`config.mk`:
```
export PLATFORM = sky130hd
export DESIGN_NAME = lsu_mem_ctrl
export DESIGN_NICKNAME = d
export VERILOG_FILES = /design/src/rtl/lsu_pkg.sv /design/src/rtl/lsu_load_align.sv /design/src/rtl/lsu_mem_ctrl.sv
export SDC_FILE = /design/constraint.sdc
export NUM_CORES = 1
export LEC_CHECK = 0
export BUFFER_PORTS_ARGS = -buffer_cell sky130_fd_sc_hd__buf_2
export CAP_MARGIN = 20
export CORE_ASPECT_RATIO = 1.4
export CORE_UTILIZATION = 49
export CTS_CLUSTER_SIZE = 12
export DETAILED_ROUTE_END_ITERATION = 7
export GPL_ROUTABILITY_DRIVEN = 0
export PLACE_DENSITY = 0.79
export SYNTH_ARGS = -nofsm -noshare
export SYNTH_HDL_FRONTEND = slang
export SYNTH_SLANG_ARGS = --single-unit
```
`constraint.sdc`:
```
create_clock -name clk -period 5.23 [get_ports clk]
set_clock_uncertainty 0.1 [all_clocks]
set_input_delay 0.2615 -clock clk [delete_from_list [all_inputs] [get_ports clk]]
set_output_delay 0.2615 -clock clk [all_outputs]
set_load 0.02 [all_outputs]
```
`src/rtl/lsu_pkg.sv`:
```
// Shared types and helpers for the memory-stage load/store controller.
package lsu_pkg;

  typedef enum logic [1:0] {IDLE, REQ, WAIT_RSP, DONE} state_t;

  localparam logic [2:0] F3_B  = 3'b000;
  localparam logic [2:0] F3_H  = 3'b001;
  localparam logic [2:0] F3_W  = 3'b010;
  localparam logic [2:0] F3_BU = 3'b100;
  localparam logic [2:0] F3_HU = 3'b101;

  function automatic logic op_legal(input logic ld, input logic [2:0] f3);
    if (ld) return (f3 == F3_B) || (f3 == F3_H) || (f3 == F3_W) ||
                   (f3 == F3_BU) || (f3 == F3_HU);
    return (f3 == F3_B) || (f3 == F3_H) || (f3 == F3_W);
  endfunction

  // f3[1:0] encodes access size for both signed and unsigned loads
  function automatic logic op_aligned(input logic [2:0] f3, input logic [1:0] a);
    case (f3[1:0])
      2'b01:   return !a[0];
      2'b10:   return a == 2'b00;
      default: return 1'b1;
    endcase
  endfunction

  function automatic logic [3:0] store_mask(input logic [2:0] f3, input logic [1:0] a);
    case (f3)
      F3_B:    return 4'b0001 << a;
      F3_H:    return 4'b0011 << {a[1], 1'b0};
      default: return 4'hF;
    endcase
  endfunction

  function automatic logic [31:0] store_lanes(input logic [2:0] f3, input logic [31:0] wd);
    case (f3)
      F3_B:    return {4{wd[7:0]}};
      F3_H:    return {2{wd[15:0]}};
      default: return wd;
    endcase
  endfunction

endpackage

```
`src/rtl/lsu_load_align.sv`:
```
// Extracts and extends the addressed byte/halfword from a read word.
module lsu_load_align
  import lsu_pkg::*;
(
  input  logic [31:0] rdata,
  input  logic [1:0]  addr_lo,
  input  logic [2:0]  funct3,
  output logic [31:0] data
);

  logic [7:0]  byte_sel;
  logic [15:0] half_sel;

  always_comb begin
    case (addr_lo)
      2'd0:    byte_sel = rdata[7:0];
      2'd1:    byte_sel = rdata[15:8];
      2'd2:    byte_sel = rdata[23:16];
      default: byte_sel = rdata[31:24];
    endcase
    half_sel = addr_lo[1] ? rdata[31:16] : rdata[15:0];
    case (funct3)
      F3_B:    data = {{24{byte_sel[7]}}, byte_sel};
      F3_H:    data = {{16{half_sel[15]}}, half_sel};
      F3_W:    data = rdata;
      F3_BU:   data = {24'd0, byte_sel};
      F3_HU:   data = {16'd0, half_sel};
      default: data = 32'd0;
    endcase
  end

endmodule

```
`src/rtl/lsu_mem_ctrl.sv`:
```
// Memory-stage load/store controller: bus request/response FSM, store lane
// formatting, load result register and pipeline stall generation.
module lsu_mem_ctrl
  import lsu_pkg::*;
#(
  parameter int TIMEOUT_CYCLES = 16,
  parameter int CNT_W          = 5
) (
  input  logic        clk,
  input  logic        rst,
  input  logic        mem_req,
  input  logic        is_load,
  input  logic [2:0]  funct3,
  input  logic [31:0] addr,
  input  logic [31:0] wdata,
  output logic        bus_req_valid,
  input  logic        bus_req_ready,
  output logic        bus_we,
  output logic [31:0] bus_addr,
  output logic [31:0] bus_wdata,
  output logic [3:0]  bus_wmask,
  input  logic        bus_rsp_valid,
  input  logic [31:0] bus_rdata,
  output logic [31:0] mem2reg_data,
  output logic        pipe_en,
  output logic        fault,
  output logic        bus_err
);

  localparam logic [CNT_W-1:0] CNT_LAST = CNT_W'(TIMEOUT_CYCLES - 1);

  state_t           state, state_n;
  logic [CNT_W-1:0] cnt;
  logic             ld_q;
  logic [2:0]       f3_q;
  logic [1:0]       a_lo_q;
  logic [31:0]      load_data;
  logic             op_ok, accept, busy, hs, rsp, timeout;

  assign op_ok   = op_legal(is_load, funct3) && op_aligned(funct3, addr[1:0]);
  assign accept  = (state == IDLE) && mem_req && op_ok;
  assign busy    = (state == REQ) || (state == WAIT_RSP);
  assign hs      = (state == REQ) && bus_req_ready;
  assign rsp     = (state == WAIT_RSP) && bus_rsp_valid;
  // a handshake or response landing on the last counted cycle wins
  assign timeout = busy && (cnt == CNT_LAST) && !(hs || rsp);

  lsu_load_align u_align (
    .rdata   (bus_rdata),
    .addr_lo (a_lo_q),
    .funct3  (f3_q),
    .data    (load_data)
  );

  always_comb begin
    state_n = state;
    pipe_en = 1'b1;
    case (state)
      IDLE: if (accept) begin
        state_n = REQ;
        pipe_en = 1'b0;
      end
      REQ: begin
        pipe_en = 1'b0;
        if (hs)           state_n = ld_q ? WAIT_RSP : DONE;
        else if (timeout) state_n = DONE;
      end
      WAIT_RSP: begin
        pipe_en = 1'b0;
        if (rsp || timeout) state_n = DONE;
      end
      default: state_n = IDLE;
    endcase
  end

  always_ff @(posedge clk or negedge rst) begin
    if (!rst) begin
      state         <= IDLE;
      cnt           <= '0;
      ld_q          <= 1'b0;
      f3_q          <= 3'd0;
      a_lo_q        <= 2'd0;
      bus_req_valid <= 1'b0;
      bus_we        <= 1'b0;
      bus_addr      <= 32'd0;
      bus_wdata     <= 32'd0;
      bus_wmask     <= 4'd0;
      mem2reg_data  <= 32'd0;
      fault         <= 1'b0;
      bus_err       <= 1'b0;
    end else begin
      state   <= state_n;
      fault   <= (state == IDLE) && mem_req && !op_ok;
      bus_err <= timeout;
      if (accept) begin
        cnt           <= '0;
        ld_q          <= is_load;
        f3_q          <= funct3;
        a_lo_q        <= addr[1:0];
        bus_req_valid <= 1'b1;
        bus_we        <= !is_load;
        bus_addr      <= {addr[31:2], 2'b00};
        bus_wdata     <= store_lanes(funct3, wdata);
        bus_wmask     <= is_load ? 4'd0 : store_mask(funct3, addr[1:0]);
      end else if (busy) begin
        cnt <= cnt + CNT_W'(1);
      end
      if (hs || timeout) bus_req_valid <= 1'b0;
      if (rsp)                  mem2reg_data <= load_data;
      else if (timeout && ld_q) mem2reg_data <= 32'd0;
    end
  end

endmodule

```
### Word-level counts from Yosys, hierarchy flattened

Cells that the tools add are included.

| operators by class | value |
|---|---|
| muxes and demuxes | 24 |
| $add $sub $neg | 1 |
| equality and inequality tests | 18 |
| shift operators | 2 |
| reduce and logical (&&, ||, !) cells | 31 |

Operators with widths:

| operator | number |
|---|---|
| $pmux W32 S5 | 1 |
| $mux W32 | 2 |
| $pmux W32 S2 | 1 |
| $pmux W8 S3 | 1 |
| $mux W16 | 1 |
| $eq A3 B3 Y1 const B | 4 |
| $mux W5 | 2 |
| $logic_and A1 B1 Y1 | 9 |
| $logic_or A1 B1 Y1 | 8 |
| $mux W2 | 4 |
| $pmux W4 S2 | 1 |
| $mux W1 | 7 |
| $eq A2 B1 Y1 const B | 3 |
| $eq A2 B2 Y1 const B | 3 |
| $eq A3 B1 Y1 const B | 2 |
| $eq A3 B2 Y1 const B | 2 |
| $logic_not A2 Y1 | 3 |
| $logic_not A3 Y1 | 2 |
| $pmux W2 S3 | 1 |
| $reduce_bool A2 Y1 | 3 |
| $add A5 B1 Y5 const B | 1 |
| $eq A5 B4 Y1 const B | 1 |
| $logic_not A1 Y1 | 4 |
| $mux W4 | 1 |
| 8 further kinds | 9 |

| storage, ports and cells | value |
|---|---|
| logic and storage cells | 89 |
| output and inout port bits | 105 |
| register bits | 115 |

### Depth between registers and ports, before layout

Gate-level depths: netlist (run 1).

| depth | value |
|---|---|
| depth in word-level cells | 11 |
| depth in mapped cells | 8 |

### Hierarchy

A second synthesis (run 1) with hierarchy kept.

| second synthesis, totals | value |
|---|---|
| cells, all modules | 513 |
| area total of the unflattened synthesis | 6043.3 sq um |

By module, submodules not included:

| module | cells each | instances | seq. area each (sq um) | area each (sq um) |
|---|---|---|---|---|
| lsu_mem_ctrl | 380 | 1 | 2877.8 | 4998.5 |
| lsu_load_align | 133 | 1 | 0.0 | 1044.8 |

### Worst setup path after synthesis (run 1)

Ideal clock, no wire load.

| timing path | value |
|---|---|
| path type | register to register |
| start point | register state[1] |
| end point | register bus_addr[25] |
| path slack | 3.262 ns |
| buffers on the path | 2 |
| data required time | 5.003 ns |
| setup time | 0.127 ns |
| cell stages (with the launch flop) | 9 |
| data arrival time | 1.740 ns |
| cell sequence | dfrtp_1 > inv_1 > ha_1 > and2_1 > o311ai_4 > nor2_2 > buf_6 > buf_6 > mux2_1 |

| between the ends | value |
|---|---|
| longest elaborated chain between the ends | 3 |

RTL lines:

| what | line | RTL |
|---|---|---|
| start, declared | lsu_mem_ctrl.sv:32 | `state_t state, state_n;` |
| start signal, assigned | lsu_mem_ctrl.sv:92 | `state <= state_n;` |
| $logic_not A2 Y1 | lsu_mem_ctrl.sv:41 | `assign accept = (state == IDLE) && mem_req && op_ok;` |
| $logic_and A1 B1 Y1 (2 in a row) | lsu_mem_ctrl.sv:41 |  |
| end signal, assigned | lsu_mem_ctrl.sv:102 | `bus_addr <= {addr[31:2], 2'b00};` |
| end, declared | lsu_mem_ctrl.sv:19 | `output logic [31:0] bus_addr,` |

No other way between the ends.
A chain may end at the register's enable or synchronous reset.

### Worst setup path after layout (run 1)

| timing path | value |
|---|---|
| start point | register state[0] |
| end point | register bus_addr[30] |

The elaborated chain is that of the path after synthesis.

==> impl_metrics.json, run 1 <==
{
  "wl_mm": 14.5,
  "power_per_cell_area_nw_per_um2": 618,
  "worstPathArrival_ns": 3.34,
  "ant_nets": 0,
  "via_per_inst": 5.60,
  "1st_pass_router_iterations": 7,
  "htreeDepth": 4,
  "layout-drive-gt1-share_pct": 41.8,
  "die_y_um": 127,
  "category_of_the_worst_setup_path_capture_point": "flop",
  "synthDominantAreaCellType": "sky130_fd_sc_hd__dfrtp_1",
  "dr.first_iter.drc_count": 231,
  "status": "completed",
  "grt_setup_unrepaired": "false",
  "total_leakage_power_nw": 3.74,
  "via_count": 4628,
  "synthesis.area_per_instance_sq_um": 12.5,
  "r2r_setup_slack_ns": 2.07,
  "utilization_pct": 69.2,
  "required_ns": 5.41,
  "yosys.area_share.adder_pct": 2.05,
  "pre_cts_slack_ns": 2.07,
  "fillerInstances": 783,
  "yosysWarnings": 0,
  "critical_path.max_fanout": 36,
  "final_hold_violating_endpoints": 0,
  "route.detailed.drc": 0,
  "number_of_instances_in_the_synthesized_netlist": 440,
  "synth_area_sq_um": 5490,
  "worst_ir_drop_vdd_mv": 0.392,
  "cts_buffers": 17,
  "max-slew-margin-rel_pct": 27.5,
  "grt_pass1_wl_mm": 23.1,
  "synth.area.mux_share_pct": 17.3,
  "clock-sinks": 115,
  "synth_top_family_by_area": "compound AO/OA/AOI/OAI gates",
  "clk_pin_slew_ns": 0.05,
  "sequentialPowerShare_pct": 34.1,
  "synth_compound_area_share_pct": 17.9,
  "floorplan.io_pins": 210,
  "postPlaceCellArea_sq_um": 6580,
  "synth_common_cells": "115 x sky130_fd_sc_hd__dfrtp_1, 43 x sky130_fd_sc_hd__o21ai_0, 26 x sky130_fd_sc_hd__mux2_2",
  "ys_seq_area_share_pct": 52.4,
  "port_buffers": 207,
  "num_rows": 45,
  "multi_input_comb_area_sq_um": 2380,
  "worst_hold_slack_ns": 0.0135,
  "p_int_mw": 2.90,
  "net-switching-power_mw": 1.75,
  "setup_violations": 0,
  "hpwl_mm": 10.1,
  "finalNonFillerCells": 827,
  "worst_setup_path_start_kind": "flop",
  "ys_seq_elements": 115,
  "max_cap_violations": 0,
  "fin_setup_tns_ns": 0,
  "clock_power_share_pct": 26.6,
  "post-synth-top-area-fraction_pct": 52.4,
  "count_of_flip_flops_with_a_built_in_enable_after_synthesis": 0,
  "grtUsageTotal_pct": 25.8,
  "totalPowerFinal_mw": 4.65,
  "max_slew.worst_pin.slew_ns": 1.08,
  "clock_latency_ns": 0.40,
  "antenna-diode-count": 0,
  "post-route-period-util_pct": 60.4,
  "overall_overflow_remaining_after_global_route": 0,
  "maxClockFrequency_ghz": 0.317,
  "ys_types": 52,
  "initial_antenna_violation_count": 0,
  "dieArea_sq_um": 11600,
  "clock_tree_from_tritoncts": "yes",
  "place.detailed.instances": 765,
  "floorplan.initialDensity_pct": 50.5,
  "postSynth.asyncResetShare_pct": 100,
  "post_synth_xor_area_fraction_pct": 0.638,
  "cts.repair.resized": 0,
  "worstHoldPathType": "input port to flop",
  "grt_pass1_vias": 4766,
  "swShare_pct": 37.6,
  "layout_nets": 788,
  "timing.final.max_slew_violations": 0,
  "yosys.area_share.simple_pct": 5.06,
  "fin_crit_ns": 3.16,
  "die_w_um": 91.5,
  "criticalPathCategory": "flop to flop",
  "largest_net_degree_at_the_start_of_global_routing": 65,
  "final_std_cell_area_no_fill_sq_um": 7520,
  "area.growth.synth_to_final_pct": 37.1,
  "core_sq_um": 10900,
  "regArea_sq_um": 2880,
  "post-route-worst-setup-slack_ns": 2.07,
  "comb_power_share_pct": 39.3,
  "synth_top_flop_cell": "sky130_fd_sc_hd__dfrtp_1",
  "cts_root_buffer": "sky130_fd_sc_hd__clkbuf_16",
  "synth.top_cells.by_area": "sky130_fd_sc_hd__dfrtp_1 52%, sky130_fd_sc_hd__mux2_2 5.3%, sky130_fd_sc_hd__mux2_1 5.1%, sky130_fd_sc_hd__o21ai_0 3.9%, sky130_fd_sc_hd__mux2i_1 3.3%",
  "clock_path_buffers": 2,
  "synth.most_common_cell": "sky130_fd_sc_hd__dfrtp_1",
  "mean_routed_wirelength_per_cell_um": 17.5
}
## final cells by class
type                       instances  share of cell area [%]
clock inverter                     9                    2.01
timing repair buffer             242                    18.3
tap                              141                    2.34
inverter                          21                    1.05
sequential                       115                    38.2
multi-input combinational        277                    31.6
clock buffer                      22                    6.43
## metal layers
layer | GRT usage, % | wire length (um)
met5 | 0 | 0
met3 | 7.02 | 1150
met1 | 29.8 | 5610
met2 | 45.8 | 7530
met4 | 9.24 | 194
## flip-flops by register name, indices dropped and copies added, names as in the netlist, 2 cells and up
register	cells
f3_q	3
state	2
mem2reg_data	32
bus_addr	30
bus_wmask	4
cnt	5
a_lo_q	2
bus_wdata	32
## power by group through the flow
stage	sequential [mW]	clock [mW]	combinational (mW)
after CTS	1.58	1.25	1.83
after global placement	1.56	0	1.76
after floorplan	1.97	0	0.792
after detailed placement	1.58	0	1.81
final	1.58	1.23	1.83
after global routing	1.64	1.29	1.97
## critical path, stage by stage, from the launching register on
cell and delay (ns):
sky130_fd_sc_hd__dfrtp_1 0.43, sky130_fd_sc_hd__inv_1 0.11, sky130_fd_sc_hd__ha_1 0.23, sky130_fd_sc_hd__and2_1 0.24, sky130_fd_sc_hd__o311ai_4 0.23, sky130_fd_sc_hd__nor2_4 0.86
sky130_fd_sc_hd__buf_4 0.44, sky130_fd_sc_hd__mux2_2 0.38
## placed cells by master, fill, tap and decap left out, types with 4 or more instances in the layout
master	count
sky130_fd_sc_hd__a221o_1	16
sky130_fd_sc_hd__a21oi_1	21
sky130_fd_sc_hd__mux2i_1	18
sky130_fd_sc_hd__a22oi_1	14
sky130_fd_sc_hd__dlygate4sd3_1	31
sky130_fd_sc_hd__a22o_1	16
sky130_fd_sc_hd__inv_1	21
sky130_fd_sc_hd__buf_4	5
sky130_fd_sc_hd__clkbuf_16	17
sky130_fd_sc_hd__mux2_1	25
sky130_fd_sc_hd__clkbuf_8	4
sky130_fd_sc_hd__mux4_2	8
sky130_fd_sc_hd__o21ai_0	43
sky130_fd_sc_hd__mux2_2	26
sky130_fd_sc_hd__bufinv_16	4
sky130_fd_sc_hd__ha_1	9
sky130_fd_sc_hd__nor2_1	11
sky130_fd_sc_hd__dfrtp_1	115
sky130_fd_sc_hd__nand2_1	9
sky130_fd_sc_hd__buf_2	206
sky130_fd_sc_hd__nand2b_1	7
sky130_fd_sc_hd__a222oi_1	4
## worst paths after layout
| path | cells after the start | end | from |
|---|---|---|---|
| hold reg to reg | 1 | bus_addr[26]$_DFFE_PN0P_ | bus_addr[26]$_DFFE_PN0P_ |
| min in group asynchronous | 2 | bus_addr[8]$_DFFE_PN0P_ | rst |
| setup / recovery | 7 | bus_addr[30]$_DFFE_PN0P_ | state[0]$_DFFE_PN0P_ |
| max in group asynchronous | 3 | bus_wdata[10]$_DFFE_PN0P_ | rst |
| setup reg to reg | 7 | bus_addr[30]$_DFFE_PN0P_ | state[0]$_DFFE_PN0P_ |
| hold / removal | 3 | mem2reg_data[2]$_DFFE_PN0P_ | bus_rdata[2] |
## what timing repair did
item / in CTS / in global routing
endpoints found under the setup margin: 0 / 0
hold endpoints to repair: 93 / 0
buffers inserted: 0 / 0
hold buffers: 31 / 0
## cell families (layout without fill, tap and decap cells)
| group | count (synthesis) | count (layout) |
|---|---|---|
| adder cells (fa/ha/maj) | 9 | 9 |
| XOR/XNOR | 4 | 4 |
| flip-flops | 115 | 115 |
| buffers and inverters | 49 | 294 |
| other | 1 | 2 |
| multiplexers | 78 | 78 |
| AND/OR/NAND/NOR | 49 | 49 |
| AO/OA/AOI/OAI | 135 | 135 |
Note: power is estimated with default switching activity, not from simulation.
==> inputs of run 2 (changes only) <==
Settings changed: CORE_UTILIZATION 49 to 45, PLACE_DENSITY 0.79 to 0.76.
Clock period 5.23 ns to 2.85 ns, I/O delays scaled along.
==> run 2 against run 1 <==
Die area grew 8.7%. Wire length increased by 15%. Sequential power increased by 84%. Sequential share of layout area decreased by 3.4 points. Setup slack lost 1.8 ns. Final cell count is 9.1% higher. Largest cell class unchanged.
==> impl_metrics.json, run 2 (synthesis gave the netlist of run 1 again) <==
{
  "wl_mm": 16.7,
  "layout-drive-gt1-share_pct": 39.2,
  "holdPathEnd": "mem2reg_data[8]$_DFFE_PN0P_",
  "most_frequent_standard_cell_in_the_layout_excluding_fill_and_tap_cells": "sky130_fd_sc_hd__buf_2",
  "fin_crit_ns": 2.58,
  "maxClockFrequency_ghz": 0.388,
  "cts_root_buffer": "sky130_fd_sc_hd__clkbuf_16",
  "hpwl_mm": 10.4,
  "via_per_inst": 5.60,
  "floorplan.io_pins": 210,
  "grt_setup_unrepaired": "false",
  "totalPowerFinal_mw": 8.75,
  "max-slew-margin-rel_pct": 44.4,
  "worstPathArrival_ns": 2.33,
  "worst_ir_drop_vdd_mv": 0.575,
  "cts.repair.resized": 0,
  "initial_antenna_violation_count": 0,
  "multi_input_comb_area_sq_um": 2380,
  "via_count": 5052,
  "cts_hold_repair.buffers": 92,
  "crit_buf_inv": 4,
  "clock_latency_ns": 0.40,
  "largest_net_degree_at_the_start_of_global_routing": 50,
  "floorplan.initialDensity_pct": 46.2,
  "core_sq_um": 11900,
  "1st_pass_router_iterations": 5,
  "final_std_cell_area_no_fill_sq_um": 8250,
  "biggestRegsByFlops": "bus_wdata: 32 flops, mem2reg_data: 32 flops, bus_addr: 30 flops",
  "criticalPathCategory": "input port to output pin",
  "pre_cts_slack_ns": 0.368,
  "hold_start": "bus_rdata[8]",
  "antenna-diode-count": 0,
  "worstHoldPathType": "input port to flop",
  "grt_pass1_vias": 5373,
  "grtUsageTotal_pct": 27.1,
  "num_rows": 47,
  "worst_r2r_endpoint": "bus_wdata[23]$_DFFE_PN0P_",
  "postPlaceCellArea_sq_um": 6670,
  "clock_tree_from_tritoncts": "yes",
  "port_buffers": 207,
  "dieArea_sq_um": 12600,
  "power_per_cell_area_nw_per_um2": 1060,
  "dr.first_iter.drc_count": 251,
  "required_ns": 2.61,
  "timing.critical_path.mode_cell": "sky130_fd_sc_hd__buf_2",
  "critical_path.top_delay_family": "buffers and inverters",
  "cts_post_setup_buffers_inserted": 0,
  "route.detailed.drc": 0,
  "worst_r2r_path_depth": 7,
  "total_leakage_power_nw": 4.05,
  "setup_violations": 0,
  "clock_path_buffers": 2,
  "max_cap_violations": 0,
  "die_w_um": 95.3,
  "mean_routed_wirelength_per_cell_um": 18.5,
  "ant_nets": 0,
  "die_y_um": 133,
  "fillerInstances": 824,
  "critical_path.max_fanout": 16,
  "htreeDepth": 4,
  "timing.final.max_slew_violations": 0,
  "regArea_sq_um": 2880,
  "overall_overflow_remaining_after_global_route": 0,
  "critical_path.slowest_cell": "sky130_fd_sc_hd__o311ai_4",
  "finalNonFillerCells": 902,
  "crit_path_cell_trace": "dlygate4sd3_1, buf_2, inv_1, ha_1, nor2b_1, o311ai_4, o21ai_0, nand2b_1, buf_2",
  "r2r_setup_slack_ns": 0.34,
  "clk_pin_slew_ns": 0.05,
  "mostFrequentLayoutCells": "206 x sky130_fd_sc_hd__buf_2, 115 x sky130_fd_sc_hd__dfrtp_1, 92 x sky130_fd_sc_hd__dlygate4sd3_1, 43 x sky130_fd_sc_hd__o21ai_0, 26 x sky130_fd_sc_hd__mux2_2",
  "worst_setup_path_start_kind": "input port",
  "post-route-worst-setup-slack_ns": 0.275,
  "category_of_the_worst_setup_path_capture_point": "output pin",
  "max_slew.worst_pin.slew_ns": 0.832,
  "final_hold_violating_endpoints": 0,
  "grt_pass1_wl_mm": 26.2,
  "cts_buffers": 17,
  "clock-sinks": 115,
  "area.growth.synth_to_final_pct": 50.3,
  "status": "completed",
  "reg2reg_from": "state[1]$_DFFE_PN0P_",
  "place.detailed.instances": 779,
  "critical_path.max_stage_delay_ns": 0.60,
  "utilization_pct": 69.5,
  "layout_nets": 857,
  "hold_path_depth": 3,
  "fin_setup_tns_ns": 0,
  "post-route-period-util_pct": 90.4,
  "worst_hold_slack_ns": 0.0227
}
[run 2: cell type report]
cell class / instances / area share [%]
flip-flops and latches: 115 / 34.9
repair buffers: 311 / 25.1
inverters: 21 / 0.955
clock buffers: 21 / 5.82
multi-input cells: 277 / 28.8
well taps: 147 / 2.23
clock inverters: 10 / 2.15
[run 2: worst max path at each step]
stage | from | end | slack [ns] | cells after the start
floorplan | state[1]$_DFFE_PN0P_ | bus_addr[25]$_DFFE_PN0P_ | 0.88 | 8
global placement | state[1]$_DFFE_PN0P_ | bus_wdata[3]$_DFFE_PN0P_ | 0.53 | 6
detailed placement | state[1]$_DFFE_PN0P_ | bus_wdata[23]$_DFFE_PN0P_ | 0.37 | 7
CTS | funct3[0] | pipe_en | 0.26 | 9
global route | funct3[0] | pipe_en | 0.10 | 9
finish | funct3[0] | pipe_en | 0.27 | 9
[run 2: where the power goes]
group          internal (mW)  total (mW)  switching [mW]
sequential              2.39        2.90           0.509
combinational           1.45        3.49            2.04
clock                   1.63        2.35           0.721
total                   5.48        8.75            3.27
[run 2: worst reg2reg max path: stages (launching register included)]
cell and delay, ns:
sky130_fd_sc_hd__dfrtp_1 0.42, sky130_fd_sc_hd__inv_1 0.13, sky130_fd_sc_hd__ha_1 0.25, sky130_fd_sc_hd__and2_1 0.23, sky130_fd_sc_hd__o311a_1 0.26, sky130_fd_sc_hd__nand2_1 0.51, sky130_fd_sc_hd__buf_4 0.36, sky130_fd_sc_hd__o21ai_0 0.17
[run 2: per-layer routing]
layer	vias up	GRT usage [%]	wire [um]
li1	2253	-	-
met1	2492	29.8	6220
met2	276	48.1	8730
met3	31	8.33	1370
met4	0	9.85	337
met5	-	0	0
